[config.mk]
export PLATFORM = sky130hd
export DESIGN_NAME = counter_run_scheduler
export DESIGN_NICKNAME = d
export VERILOG_FILES = /design/src/rtl/counter_run_scheduler_pkg.sv /design/src/rtl/counter_run_scheduler_rr_arbiter.sv /design/src/rtl/counter_run_scheduler.sv
export SDC_FILE = /design/constraint.sdc
export NUM_CORES = 1
export LEC_CHECK = 0
export BUFFER_PORTS_ARGS = -buffer_cell sky130_fd_sc_hd__buf_2
export CAP_MARGIN = 25
export CORE_MARGIN = 3
export CORE_UTILIZATION = 50
export DETAILED_ROUTE_END_ITERATION = 10
export PLACE_DENSITY = 0.8
export SYNTH_ARGS = -nofsm -noshare
export SYNTH_HDL_FRONTEND = slang
export SYNTH_SLANG_ARGS = --single-unit
[constraint.sdc]
create_clock -name clk -period 4.5 [get_ports clk]
set_input_delay 0.675 -clock clk [delete_from_list [all_inputs] [get_ports clk]]
set_output_delay 0.675 -clock clk [all_outputs]
set_load 0.01 [all_outputs]
[src/rtl/counter_run_scheduler_pkg.sv]
// Shared types and helpers for the counter run scheduler.
// Optional build macro CNT_SCHED_PRIO0_EN is consumed by rr_arbiter and counter_run_scheduler.
package counter_run_scheduler_pkg;

    typedef enum logic [1:0] {
        IDLE = 2'd0,
        LOAD = 2'd1,
        RUN  = 2'd2,
        DONE = 2'd3
    } sched_state_e;

    localparam int LEN_BUS_MAX = 1024;

    // Extract run-length slice idx (width bits each) from a zero-extended packed bus.
    function automatic logic [63:0] len_slice(input logic [LEN_BUS_MAX-1:0] bus,
                                              input int unsigned idx,
                                              input int unsigned width);
        logic [LEN_BUS_MAX-1:0] shifted;
        shifted = bus >> (idx * width);
        return shifted[63:0] & ((64'd1 << width) - 64'd1);
    endfunction

endpackage

[src/rtl/counter_run_scheduler_rr_arbiter.sv]
// Combinational round-robin arbiter: first requester after 'last', wrapping.
// With CNT_SCHED_PRIO0_EN defined, requester 0 wins outright and is skipped by the rotation.
module rr_arbiter #(
    parameter  int NUM_REQ = 4,
    localparam int IDX_W   = $clog2(NUM_REQ)
) (
    input  logic [NUM_REQ-1:0] req,
    input  logic [IDX_W-1:0]   last,
    output logic [NUM_REQ-1:0] grant,
    output logic [IDX_W-1:0]   grant_idx,
    output logic               any
);

    int   c;
    logic elig;

    always_comb begin
        grant     = '0;
        grant_idx = '0;
        any       = 1'b0;
        c         = 0;
        elig      = 1'b0;
`ifdef CNT_SCHED_PRIO0_EN
        if (req[0]) begin
            grant[0] = 1'b1;
            any      = 1'b1;
        end
`endif
        for (int i = 1; i <= NUM_REQ; i++) begin
            c    = (int'(last) + i) % NUM_REQ;
            elig = req[IDX_W'(c)];
`ifdef CNT_SCHED_PRIO0_EN
            if (c == 0) elig = 1'b0;
`endif
            if (!any && elig) begin
                grant[IDX_W'(c)] = 1'b1;
                grant_idx        = IDX_W'(c);
                any              = 1'b1;
            end
        end
    end

endmodule

[src/rtl/counter_run_scheduler.sv]
// Time-shares one external up-counter between NUM_REQ requesters, one run at a time.
// Build option CNT_SCHED_PRIO0_EN: requester 0 gets strict priority and never moves the pointer.
module counter_run_scheduler
    import counter_run_scheduler_pkg::*;
#(
    parameter  int WIDTH   = 8,
    parameter  int NUM_REQ = 4,
    localparam int IDX_W   = $clog2(NUM_REQ)
) (
    input  logic                     clk,
    input  logic                     reset_n,
    input  logic [NUM_REQ-1:0]       req_valid,
    input  logic [NUM_REQ*WIDTH-1:0] req_len,
    output logic [NUM_REQ-1:0]       req_ready,
    input  logic                     abort,
    output logic                     cnt_load,
    output logic [WIDTH-1:0]         cnt_load_value,
    output logic                     cnt_enable,
    input  logic [WIDTH-1:0]         cnt_count,
    input  logic                     cnt_overflow,
    output logic                     busy,
    output logic [IDX_W-1:0]         grant_id,
    output logic                     done,
    output logic [IDX_W-1:0]         done_id,
    output logic                     done_err
);

    sched_state_e         state_q, state_d;
    logic [IDX_W-1:0]     ptr_q;
    logic [IDX_W-1:0]     id_q;
    logic [WIDTH-1:0]     len_q;
    logic                 err_q, err_d;
    logic                 capture;
    logic [NUM_REQ-1:0]   arb_grant;
    logic [IDX_W-1:0]     arb_idx;
    logic                 arb_any;

    rr_arbiter #(.NUM_REQ(NUM_REQ)) u_arb (
        .req       (req_valid),
        .last      (ptr_q),
        .grant     (arb_grant),
        .grant_idx (arb_idx),
        .any       (arb_any)
    );

    always_ff @(posedge clk or negedge reset_n) begin
        if (!reset_n) begin
            state_q <= IDLE;
            ptr_q   <= IDX_W'(NUM_REQ - 1);
            err_q   <= 1'b0;
        end else begin
            state_q <= state_d;
            err_q   <= err_d;
`ifdef CNT_SCHED_PRIO0_EN
            if (state_q == DONE && id_q != '0) ptr_q <= id_q;
`else
            if (state_q == DONE) ptr_q <= id_q;
`endif
        end
    end

    // Run parameters are only meaningful while busy, so they carry no reset.
    always_ff @(posedge clk) begin
        if (capture) begin
            len_q <= WIDTH'(len_slice(LEN_BUS_MAX'(req_len), 32'(arb_idx), 32'(WIDTH)));
            id_q  <= arb_idx;
        end
    end

    always_comb begin
        state_d    = state_q;
        err_d      = err_q;
        capture    = 1'b0;
        req_ready  = '0;
        cnt_load   = 1'b0;
        cnt_enable = 1'b0;
        case (state_q)
            IDLE: begin
                if (arb_any) begin
                    req_ready = arb_grant;
                    capture   = 1'b1;
                    err_d     = 1'b0;
                    state_d   = LOAD;
                end
            end
            LOAD: begin
                cnt_load = 1'b1;
                if (abort) begin
                    err_d   = 1'b1;
                    state_d = DONE;
                end else begin
                    state_d = RUN;
                end
            end
            RUN: begin
                cnt_enable = (cnt_count != len_q) && !abort;
                // abort beats overflow beats a length match
                if (abort || cnt_overflow) begin
                    err_d   = 1'b1;
                    state_d = DONE;
                end else if (cnt_count == len_q) begin
                    err_d   = 1'b0;
                    state_d = DONE;
                end
            end
            DONE: begin
                state_d = IDLE;
            end
            default: state_d = IDLE;
        endcase
    end

    assign cnt_load_value = '0;
    assign busy           = (state_q != IDLE);
    assign grant_id       = busy ? id_q : '0;
    assign done           = (state_q == DONE);
    assign done_id        = done ? id_q : '0;
    assign done_err       = done && err_q;

endmodule

; Word-level counts from Yosys, hierarchy flattened
; Cells that the tools add are included.
[totals]
ff_bits = 15
input_bits = 48
wordCells = 98
[op_classes]
add_sub_neg = 4
order_cmp = 8
n_eq_ne = 8
shift = 1
n_mux = 50
bitwise = 3
n_reduce_logical = 19
[ops]
columns = cell, count
row1 = $shr A32 B5 Y8, 1
row2 = $mux W1, 25
row3 = $mux W4, 6
row4 = $mux W2, 9
row5 = $lt A2 B4 Y1 const B, 4
row6 = $or A4 B4 Y4, 3
row7 = $logic_and A1 B1 Y1, 9
row8 = $bmux W1 S2, 4
row9 = $demux W1 S2, 4
row10 = $eq A8 B8 Y1, 1
row11 = $ge A2 B1 Y1 const B, 4
row12 = $ne A8 B8 Y1, 1
row13 = $pmux W2 S4, 1
row14 = $add A2 B1 Y2 const B, 2
row15 = $add A2 B2 Y2 const B, 2
row16 = $eq A2 B2 Y1 const B, 2
row17 = $logic_not A1 Y1, 4
row18 = $ne A2 B2 Y1 const B, 2
row19 = $reduce_and A4 Y1, 1
row20 = $ne A3 B3 Y1 const B, 1
row21 = $pmux W1 S3, 1
row22 = $reduce_bool A3 Y1, 1
row23 = $eq A2 B1 Y1 const B, 1
row24 = $logic_not A2 Y1, 1
row25 = 3 further kinds, 3

; Longest topological paths before layout
[logic_depth]
depth_word = 16
depth_mapped = 14
ltp_nobuf = 8

; By module
; Synthesis repeated with hierarchy kept, for this count alone.
[unflattened]
hier_cells = 143
area_unflattened_um2 = 1559.0
[modules_own_cells]
columns = mod, instances, cells_each, area_each_um2, seq_area_each_um2
row1 = counter_run_scheduler, 1, 80, 1036.0, 427.9
row2 = rr_arbiter, 1, 63, 523.0, 0.0

; Worst setup path before layout
; OpenSTA, ideal clock, no wires.
[synth_path]
path_kind = register to output
start = register ptr_q[0]
end = output port req_ready[2]
arrival_time_ns = 2.983
setup_slack_ns = 0.842
path_stages_with_launch = 12
cell_sequence = dfstp_2 -> buf_6 -> clkbuf_1 -> clkinv_1 -> buf_6 -> ha_1 -> clkbuf_1 -> mux2_2 -> clkbuf_1 -> nor2_1 -> a222oi_1 -> nor2_1
[synth_via]
elab_chain_cells = 16
word_cells_on_any_way = 55
[synth_rtl]
columns = element, line_no
row1 = start: declaration, counter_run_scheduler.sv:29  ; logic [IDX_W-1:0] ptr_q;
row2 = start signal: assignment, counter_run_scheduler.sv:49  ; ptr_q <= IDX_W'(NUM_REQ - 1);
row3 = start signal: assignment, counter_run_scheduler.sv:57  ; if (state_q == DONE) ptr_q <= id_q;
row4 = "parallel branches: the longest is 14 deep, another holds $lt A2 B4 Y1", n/a
row5 = $mux W4 (*), counter_run_scheduler.sv:79  ; if (arb_any) begin
row6 = $mux W4 (*), counter_run_scheduler.sv:77  ; case (state_q)
row7 = end: declaration, counter_run_scheduler.sv:14  ; output logic [NUM_REQ-1:0] req_ready,
; Mark *: on every way between the ends. The select of a mux whose other input is x is not followed.

; Final worst setup path
[layout_path]
start = register ptr_q[1]
end = output port req_ready[2]
; Same word-level chain as after synthesis.

==> impl_results.md <==
* Status: finished clean
* Clk_skew at 0.0100 ns
* Total power at 1.70 mW
* Max-cap violations at 0
* Most common cell in the netlist: a21oi_1
* CTS tree: yes
* Post-CTS Setup Inserts at 0
* Top cells by area, synth: edfxtp_1, ha_1, nor2b_1
* CTS Hold Bufs at 0
* Ratio of cells with drive above 1 in the final layout at 0.327
* Kind of critical path: flip-flop to output port
* Die area at 0.00468 mm²
* Tcrit/Tclk final at 0.797
* Io pins at 69
* Flop pwr share at 0.186
* Worst Hold Class: input pin to asynchronous set/reset pin
* DRT Wirelength at 4.47 mm
* Commonest cells post-synth: a21oi_1, nor2b_1, nor2_1
* Global-route wire length before repair at 6.86 mm
* Endpoint class of the critical path: output port
* Netlist cell types at 51
* Int Power at 0.879 mW
* Leakage at 0.997 nW
* Initial antenna violation count at 0
* Row cnt at 22
* Clock power share at 0.062
* Die height at 68.4 µm
* Asr flop ratio synth at 0.333
* Unrepaired setup endpoints after global routing: false
* Worst-Margin Slew at 0.538 ns
* Top cell type's share of synthesized area at 0.154
* Worst Path Arrival at 2.91 ns
* Pre-CTS WS at 1.26 ns
* Post-synth EDFFs at 10
* # H-tree levels at 1
* Final Max Slew Viols at 0
* VDD IR max at 0.388 mV
* Iter 0 DRT Violations at 97
* Final ANT Viol Nets at 0
* Starting Density at 0.524
* Synth-to-layout area growth at 16.2%
* Port bufs at 60
* Hold Vio Cnt, Final at 0
* Drt drc at 0
* Nets at 336
* Worst EP required at 3.83 ns
* Grt total ovfl at 0
* Switching Fraction at 0.482
* Combinational power share at 0.752
* Highest Clock Rate at 279 MHz
* Post-synth top area cell: edfxtp_1
* Max-slew headroom at 0.638
* Largest net degree at the start of global routing at 28
* Main flop type after synthesis: edfxtp_1
* PostCTS Resize Cnt at 0
* Worst-path maximum fanout at 15
* TritonCTS buffer count at 3
* Post-synthesis cell count at 219
* Util after Layout at 0.609
* GPL Wtd Cong at 0.834
* Sw Pwr at 0.818 mW
* Clk sink count at 15
* Clock buffer depth at 2
* Reg clk slew, reported paths at 0.06 ns
* Worst reg-to-reg path cell count at 8
* Mean Syn Cell Area at 8.89 µm²
* Clk_lat worst skew at 0.25 ns
* Core box area at 0.00372 mm²
* Drt wl/cell at 13.9 µm
* Total GRT Usage at 0.190
* Seq/Total Area, Yosys at 0.220
* CTS Root Cell: clkbuf_8
* Worst setup margin at 0.915 ns
* CP startpoint kind: flip-flop
* Pwr dens at 750 mW/mm²
* Period minus WS final at 3.58 ns
* Vias/cell at 5.72
* HPWL after detailed placement at 3.52 mm
* Inserted Diodes at 0
* First drt pass iteration count at 4
* Mapped cell area at 0.00195 mm²
* Die Wd at 68.4 µm
* Register bit total from synthesis at 15
* Yosys warnings at 0
* Via count at 1,849
* Setup violators final at 0
* Vias in the first global route at 1,636
* Setup TNS at 0 ns
* Hold WS at 0.226 ns
[final timing paths]
kind	slack (ns)	end	startpoint
max in group asynchronous	4.07	ptr_q[1]	reset_n
worst min register to register	0.50	err_q	err_q
min in group clk	0.50	err_q	err_q
worst min-delay path	0.23	state_q[1]	reset_n
worst max register to register	1.44	len_q[3]	ptr_q[1]
worst max-delay path	0.92	req_ready[2]	ptr_q[1]
[power groups by stage]
stage               registers, mW  logic (mW)  clock network, mW
finish                      0.316        1.28              0.105
global route                0.324        1.41              0.115
CTS                         0.317        1.27              0.108
detailed placement          0.320        1.26                  0
global placement            0.316        1.24                  0
floorplan                   0.311        1.06                  0
[cell usage in the layout, fill, tap and decap left out, drive strengths merged, types with 4 or more instances in the layout]
cell | Yosys | final
clkbuf | 3 | 4
inv | 9 | 9
nand2 | 10 | 10
ha | 12 | 12
nand3 | 10 | 10
buf | 14 | 62
o21ai | 5 | 5
nor2 | 15 | 15
xnor2 | 8 | 8
a21oi | 24 | 24
o221a | 7 | 7
nor2b | 19 | 19
edfxtp | 10 | 10
conb | 1 | 8
a32oi | 7 | 7
o211ai | 8 | 8
nand3b | 7 | 7
mux2i | 10 | 10
[per-layer routing]
layer / vias to the layer above / share of wire / GRT usage
met5: - / 0 / 0
met4: 0 / 0.017 / 0.0819
met3: 9 / 0.056 / 0.0246
met2: 57 / 0.46 / 0.309
met1: 860 / 0.46 / 0.251
li1: 923 / - / -
[logic make-up (layout without fill, tap and decap cells)]
kind of cell / after synthesis / in the layout / share of synthesized area
other cells: 1 / 8 / 0.00193
mux: 16 / 16 / 0.103
compound gates: 67 / 67 / 0.257
fa+ha+maj: 12 / 12 / 0.0771
buf+inv: 27 / 76 / 0.0867
xor+xnor: 8 / 8 / 0.0360
simple gates: 73 / 73 / 0.218
flops: 15 / 15 / 0.220
[per-stage QoR]
step                      instances  instance area, µm²
final                           323                2260
after global routing            323                2260
after CTS                       323                2260
after detailed placement        319                2220
after global placement          319                2220
after floorplan                 226                1970
[registers in the layout, indices dropped and copies added, names as in the netlist]
signal / count
id_q: 2
state_q: 2
err_q: 1
ptr_q: 2
len_q: 8
[layout make-up]
cell class | instances | area (µm²)
inverters | 10 | 37.5
multi-input cells | 184 | 1380
flip-flops and latches | 15 | 428
clock buffers | 4 | 45.0
repair buffers | 62 | 315
well taps | 48 | 60.1
fillers | 330 | 1450
[worst max-delay path, stage by stage, from the launching register on]
cell and delay (ns):
dfstp_2 0.65, inv_1 0.16, ha_1 0.43, mux2_2 0.50
nor2_1 0.16, a31o_2 0.27, a222oi_1 0.26, nor2_1 0.07
buf_2 0.14
Power figures use the tool's default switching activity.
